==> src/rtl/regfile_mp.sv <==
// Multi-port integer register file: two combinational read ports, one write port,
// optional hardwired x0, optional write-to-read bypass and a per-register busy scoreboard.
module regfile_mp #(
   parameter  int BIT_WIDTH = 32,
   parameter  int NUM_REGS  = 16,
   parameter  int ZERO_REG  = 1,
   parameter  int BYPASS    = 1,
   localparam int ADDR_W    = $clog2(NUM_REGS)
) (
   input  logic                 clk,
   input  logic                 rst,
   input  logic [BIT_WIDTH-1:0] data_in,
   input  logic                 write_en,
   input  logic [ADDR_W-1:0]    write_reg,
   input  logic [ADDR_W-1:0]    read_reg_a,
   input  logic [ADDR_W-1:0]    read_reg_b,
   output logic [BIT_WIDTH-1:0] data_out_a,
   output logic [BIT_WIDTH-1:0] data_out_b,
   input  logic                 busy_set_en,
   input  logic [ADDR_W-1:0]    busy_set_reg,
   output logic                 busy_a,
   output logic                 busy_b,
   output logic                 busy_any
);

   logic [BIT_WIDTH-1:0] reg_val [NUM_REGS];
   logic [NUM_REGS-1:0]  busy_vec;

   genvar gi;
   generate
      for (gi = 0; gi < NUM_REGS; gi++) begin : g_reg
         localparam bit HARD_ZERO = (ZERO_REG != 0) && (gi == 0);
         logic [BIT_WIDTH-1:0] data_reg;
         logic                 busy_reg;
         logic                 wr_hit;
         logic                 set_hit;

         assign wr_hit  = write_en && (write_reg == ADDR_W'(gi));
         assign set_hit = busy_set_en && (busy_set_reg == ADDR_W'(gi));

         // A set in the same cycle as the clearing write wins: a new writer was issued.
         always_ff @(posedge clk) begin
            if (rst) begin
               data_reg <= '0;
               busy_reg <= 1'b0;
            end else begin
               if (wr_hit && !HARD_ZERO)
                  data_reg <= data_in;
               if (set_hit && !HARD_ZERO)
                  busy_reg <= 1'b1;
               else if (wr_hit)
                  busy_reg <= 1'b0;
            end
         end

         assign reg_val[gi]  = data_reg;
         assign busy_vec[gi] = busy_reg;
      end
   endgenerate

   logic [ADDR_W-1:0]    rd_idx  [2];
   logic [BIT_WIDTH-1:0] rd_data [2];
   logic [1:0]           rd_busy;

   assign rd_idx[0] = read_reg_a;
   assign rd_idx[1] = read_reg_b;

   generate
      for (gi = 0; gi < 2; gi++) begin : g_rd
         logic [BIT_WIDTH-1:0] rd_val;

         // The zero mask is applied last so x0 stays zero even under bypass.
         always_comb begin
            rd_val = reg_val[rd_idx[gi]];
            if ((BYPASS != 0) && write_en && (write_reg == rd_idx[gi]))
               rd_val = data_in;
            if ((ZERO_REG != 0) && (rd_idx[gi] == '0))
               rd_val = '0;
         end

         assign rd_data[gi] = rd_val;
         assign rd_busy[gi] = busy_vec[rd_idx[gi]];
      end
   endgenerate

   assign data_out_a = rd_data[0];
   assign data_out_b = rd_data[1];
   assign busy_a     = rd_busy[0];
   assign busy_b     = rd_busy[1];
   assign busy_any   = |busy_vec;

endmodule

==> config.mk <==
export PLATFORM = sky130hd
export DESIGN_NAME = regfile_mp
export DESIGN_NICKNAME = d
export VERILOG_FILES = /design/src/rtl/regfile_mp.sv
export SDC_FILE = /design/constraint.sdc
export NUM_CORES = 2
export LEC_CHECK = 0
export BUFFER_PORTS_ARGS = -buffer_cell sky130_fd_sc_hd__buf_2
export CORE_AREA = 2 2 261 263
export CTS_BUF_LIST = sky130_fd_sc_hd__clkbuf_16
export DETAILED_ROUTE_END_ITERATION = 10
export DIE_AREA = 0 0 263 265
export GPL_ROUTABILITY_DRIVEN = 0
export PLACE_DENSITY_LB_ADDON = 0.3
export SLEW_MARGIN = 10
export SYNTH_ARGS = -nofsm -noshare
export SYNTH_HDL_FRONTEND = slang
export SYNTH_SLANG_ARGS = --single-unit
export TNS_END_PERCENT = 5
==> constraint.sdc <==
create_clock -name clk -period 2.7 [get_ports clk]
set_input_delay 0.405 -clock clk [delete_from_list [all_inputs] [get_ports clk]]
set_output_delay 0.405 -clock clk [all_outputs]
set_load 0.02 [all_outputs]
After elaboration in Yosys (flattened, before gate mapping). Cells that the tools add are included.

Bits in writable memories: 0. Memories: 0. Logic and storage cells: 162. Memory bits (read-only): 0. Output and inout bits: 67. Latch bits: 0. Flip-flop bits (word level): 495.

Bitwise logic cells: 2. Shifts and indexed selects: 0. Reductions and logical operators: 50. Divide/modulo/power cells: 0. $mul: 0. $lt $le $gt $ge: 4. Add/sub/neg operators: 0. Multiplexer cells: 44. Equality and inequality tests: 32.

Operators with widths (count): binary-select mux 32 bit (select 4 bit) (2); 2-to-1 mux 32 bit (8); == test 4 bit (second input constant) (16); == test 4 x 3 -> 1 bit (second input constant) (8); logical AND 1 bit (32); 2-to-1 mux 1 bit (32); nonzero test 2 bit (15); == test 4 x 2 -> 1 bit (second input constant) (4); OR reduction 15 bit (1); >= comparator 5 bit (second input constant) (2); less-than comparator 4 x 5 -> 1 bit (second input constant) (2); inverter 4 -> 5 bit (2); binary-select mux 1 bit (select 4 bit) (2); == test 4 x 1 -> 1 bit (second input constant) (2); == test 4 bit (2); logical NOT 4 bit (2).

Depth between registers and ports, before layout.
Depth in word-level cells: 6. Depth in mapped cells: 9.

Worst setup path after synthesis. OpenSTA, ideal clock, no wires.

Path type: input to output. From: input read_reg_b[3]. To: output data_out_b[25]. Data required time: 2295 ps. Stages: 7. Arrival: 2022 ps. Setup slack: 273 ps. Cells stage by stage: buf_2 -> or3b_2 -> buf_2 -> o22a_1 -> o21ai_0 -> a221oi_2 -> a211oi_1.

Cells in the longest elaborated chain, start to end: 6. Elaborated cells between the ends (all ways): 9. Classes of those cells: 1 x eq/ne; 5 x mux; 1 x bitwise; 2 x reduce/logical.

RTL lines: from (decl) (line 16) `input logic [ADDR_W-1:0] read_reg_b,`; inverter 4 -> 5 bit (not written as such) (line 74) `rd_val = reg_val[rd_idx[gi]];`; binary-select mux 32 bit (select 4 bit) (line 74); 2-to-1 mux 32 bit (not written as such) (2 in a row) (line 74); 2-to-1 mux 32 bit (line 75) `if ((BYPASS != 0) && write_en && (write_reg == rd_idx[gi]))`; 2-to-1 mux 32 bit (*) (line 77) `if ((ZERO_REG != 0) && (rd_idx[gi] == '0))`; to (decl) (line 18) `output logic [BIT_WIDTH-1:0] data_out_b,`.

Mark *: on every way between the ends. The rest lies on a longest branch, timed or not. The select of a mux whose other input is x is not followed.

Final worst setup path.
From: input read_reg_b[0]. To: output data_out_b[20].

The elaborated chain is that of the path after synthesis.

==> key figures <==
Status
  – Status: finished with violations
  – Failing checks: setup timing

Clock tree
  – Postcts setup bufs: 0
  – Cts hold-fix bufs: 0
  – Longest Clk Path Bufs: 3
  – CTS Buf Count: 52
  – TritonCTS clock tree: built
  – H-tree depth: 2
  – Clock tree sinks: 495
  – Clk slew on worst S/H paths: 60 ps
  – CTS root buf: clkbuf_16
  – Clk_lat worst skew: 610 ps

Floorplanning
  – Die ar.: 69700 um^2
  – DIE HEIGHT: 265 um
  – # IOs: 119
  – Die Wd: 263 um
  – Row cnt: 95
  – Core box area: 66800 um^2
  – Starting Density: 39.57%

Setup path
  – Cell repeated most along the worst path: nor3_1
  – Critical R2R Launch: g_reg[1].data_reg[25]
  – Worst path max stage delay: 350 ps
  – CP Launch Type: input port
  – CP max-delay cell: nor3_1
  – Setup crit end: data_out_b[20]
  – CP Buf/Inv Count: 4
  – Worst R2R Path Depth: 2
  – CP delay by family, top: buffers and inverters
  – Reg-to-Reg End: g_reg[1].data_reg[25]
  – WP data required: 2300 ps
  – Critical Path Start: read_reg_b[0]
  – WS Path Type: in -> out
  – Worst EP arrival: 2340 ps
  – CP Capture Type: primary output
  – Levels on crit path: 9
  – Crit-path cells: clkbuf_16 -> buf_4 -> nor2b_2 -> buf_12 -> a221oi_1 -> nor3_1 -> a211oi_1 -> nor3_1 -> buf_2
  – Worst-path maximum fanout: 17
  – Worst R2R Setup Slack: 1940 ps

Power
  – Switching power: 0.004546 W
  – Peak supply drop: 0.5053 mV
  – Register share of total power: 44.3%
  – Clock power share: 42.7%
  – Power Density: 533.3 nW/um^2
  – Pint: 0.01231 W
  – Sw Ratio: 26.96%
  – Leak: 11.19 nW
  – Combinational Power Share: 13.0%

Job
  – Max_cap viols: 0

Global routing
  – Gr usage total: 29.63%
  – First-pass GRT wire length: 155900 um
  – GR Overflow Total: 0
  – Initial antenna violation count: 5
  – Vias in the first global route: 23480
  – Largest net degree at the start of global routing: 84

STA
  – Final setup vio count: 5
  – Final hold viol count: 0
  – Max-slew violation count: 0
  – Final worst setup slack: -43.78 ps
  – Fmax: 0.3645 GHz
  – Final Skew: 0 ps
  – Min cycle time layout: 2744 ps
  – Tcrit/Tclk final: 101.6%
  – Worst rel slew slack: 48.10%
  – Least-Margin Pin Slew: 778.5 ps
  – RSZ-0062 raised after global routing: true

Yosys
  – Synth async-reset ratio: 0%
  – Syn Area/Cell: 8.432 um^2
  – Register area share after synthesis: 37.49%
  – Area of the mapped netlist: 26430 um^2
  – Top FF cell, synth: dfxtp_1
  – Synth cell types: 47
  – Post-synth EDFFs: 0
  – Synth Instances: 3135
  – Synthesized Nets: 3187
  – Synth warnings: 0
  – #FFs+latches synth: 495

Placement
  – Pre-CTS setup slack: -304.6 ps
  – DP HPWL: 68430 um
  – Dpl cells: 4045
  – Cell Area, Placed: 29330 um^2
  – PortBufs: 118

Finish
  – Filler Cell Count: 6308
  – Share of layout cells above drive strength 1: 25.81%
  – Commonest non-fill, non-tap cell in the layout: nand2_1
  – Non-Filler Instances: 4137
  – Commonest cells after routing, fill and taps aside: nand2_1, a21oi_1, dfxtp_1
  – Area grow syn2layout: 19.59%
  – Post-route cell area: 31610 um^2
  – Reg area: 9931 um^2
  – Max FFs per register: 480
  – Area of the multi-input gates: 15560 um^2
  – Final net count: 3276

Route
  – DRT iter0 DRCs: 2883
  – Avg WL per Cell: 25.62 um
  – # DRC: 0
  – Post-DRT Antenna Nets: 0
  – WL final: 106000 um
  – Vias post-DR: 25140
  – Via density: 6.076
  – DRT Pass-1 Iters: 5

Hold path
  – Hold crit path type: in -> reg
cell usage after synthesis, types with 2 or more instances:
cell	instances	share of area, %
a211o_1	13	0.43
a211oi_1	49	1.4
a21oi_1	482	9.1
a221oi_1	36	1.2
a22oi_1	26	0.74
a32o_1	15	0.57
a32oi_1	4	0.13
and3_1	3	0.071
and3b_1	2	0.066
buf_1	5	0.071
buf_2	68	1.3
buf_4	17	0.48
buf_6	23	0.98
buf_8	2	0.11
clkbuf_1	216	3.1
dfxtp_1	495	37
mux2_2	100	4.3
mux2i_1	91	3.4
mux4_1	4	0.40
mux4_2	165	14
nand2_1	992	14
nand2b_1	3	0.071
nand3_1	6	0.11
nand3b_1	3	0.085
nand4_1	2	0.047
nor2_1	110	1.6
nor2_2	2	0.047
nor2b_1	40	0.95
nor3_1	85	1.6
nor3b_1	2	0.057
nor4_1	4	0.095
o21ai_0	18	0.34
o22a_1	2	0.066
o22ai_1	28	0.66
or3b_2	4	0.13
xnor2_1	3	0.099
xor2_1	5	0.17
power groups by stage:
stage / Clock (W) / Sequential (W) / Combinational [W]
2_1_floorplan: 0 / 0.00761 / 0.00120
3_3_place_gp: 0 / 0.00763 / 0.00204
3_5_place_dp: 0 / 0.00763 / 0.00205
4_1_cts: 0.00723 / 0.00747 / 0.00210
5_1_grt: 0.00753 / 0.00748 / 0.00226
6_report: 0.00720 / 0.00748 / 0.00218
final cells by class:
class | count | area share [%]
Sequential cell | 495 | 31.41
Inverter | 1 | 0.01187
Multi-Input combinational cell | 2307 | 49.21
Antenna cell | 2 | 0.01583
Tap cell | 873 | 3.455
Timing Repair Buffer | 367 | 10.69
Clock inverter | 39 | 1.013
Clock buffer | 53 | 4.195
metal layers:
layer  up-vias  global-route usage [%]  wire (um)
li1      11130                       -          -
met1     12210                   40.59      42420
met2      1490                   44.13      45920
met3       298                   6.883      12490
met4         6                   14.02       5117
met5         -                       0         28
worst min-delay path: stages:
cell and delay (ps):
buf_2 150, a32oi_1 100, nor2_1 80
worst min path at each step:
stage                              to  depth (start not counted)  slack (ps)                    from
2_1_floorplan  g_reg[13].data_reg[10]                          2         440  g_reg[13].data_reg[10]
3_3_place_gp   g_reg[15].data_reg[15]                          2         450  g_reg[15].data_reg[15]
3_5_place_dp    g_reg[7].data_reg[13]                          2         460   g_reg[7].data_reg[13]
4_1_cts            g_reg[14].busy_reg                          3         140         busy_set_reg[3]
5_1_grt            g_reg[12].busy_reg                          3         180         busy_set_reg[3]
6_report           g_reg[15].busy_reg                          3         170         busy_set_reg[3]
cells by family (layout without fill, tap and decap cells):
| kind of cell | count (synthesis) | count (layout) | synth area share, % |
|---|---|---|---|
| DFF | 495 | 495 | 37.49 |
| xor gates and xnor gates | 8 | 8 | 0.2651 |
| and+or+nand+nor | 1265 | 1265 | 19.34 |
| buffers and inverters | 333 | 460 | 6.035 |
| muxes | 360 | 360 | 22.16 |
| other | 0 | 2 | 0 |
| AOI/OAI and AO/OA | 674 | 674 | 14.71 |
repair_timing:
item / in CTS / in global routing
gates resized for setup: 84 / 68
cloned: 0 / 1
setup endpoints to repair: 48 / 51
pin swaps: 22 / 12
metrics by stage:
stage | total power, W | utilization (%) | setup TNS [ps] | hold WS [ps]
after floorplan | 0.008804 | - | 0 | 441.5
after global placement | 0.009676 | 43.91 | -2274 | 450.1
after detailed placement | 0.009683 | 43.91 | -2863 | 458.1
after CTS | 0.01680 | 46.91 | -101.4 | 137.5
after global routing | 0.01727 | 47.32 | -747.2 | 176.9
final | 0.01686 | 47.32 | -116.7 | 168.1
No activity file was read; power rests on OpenSTA's default activity.
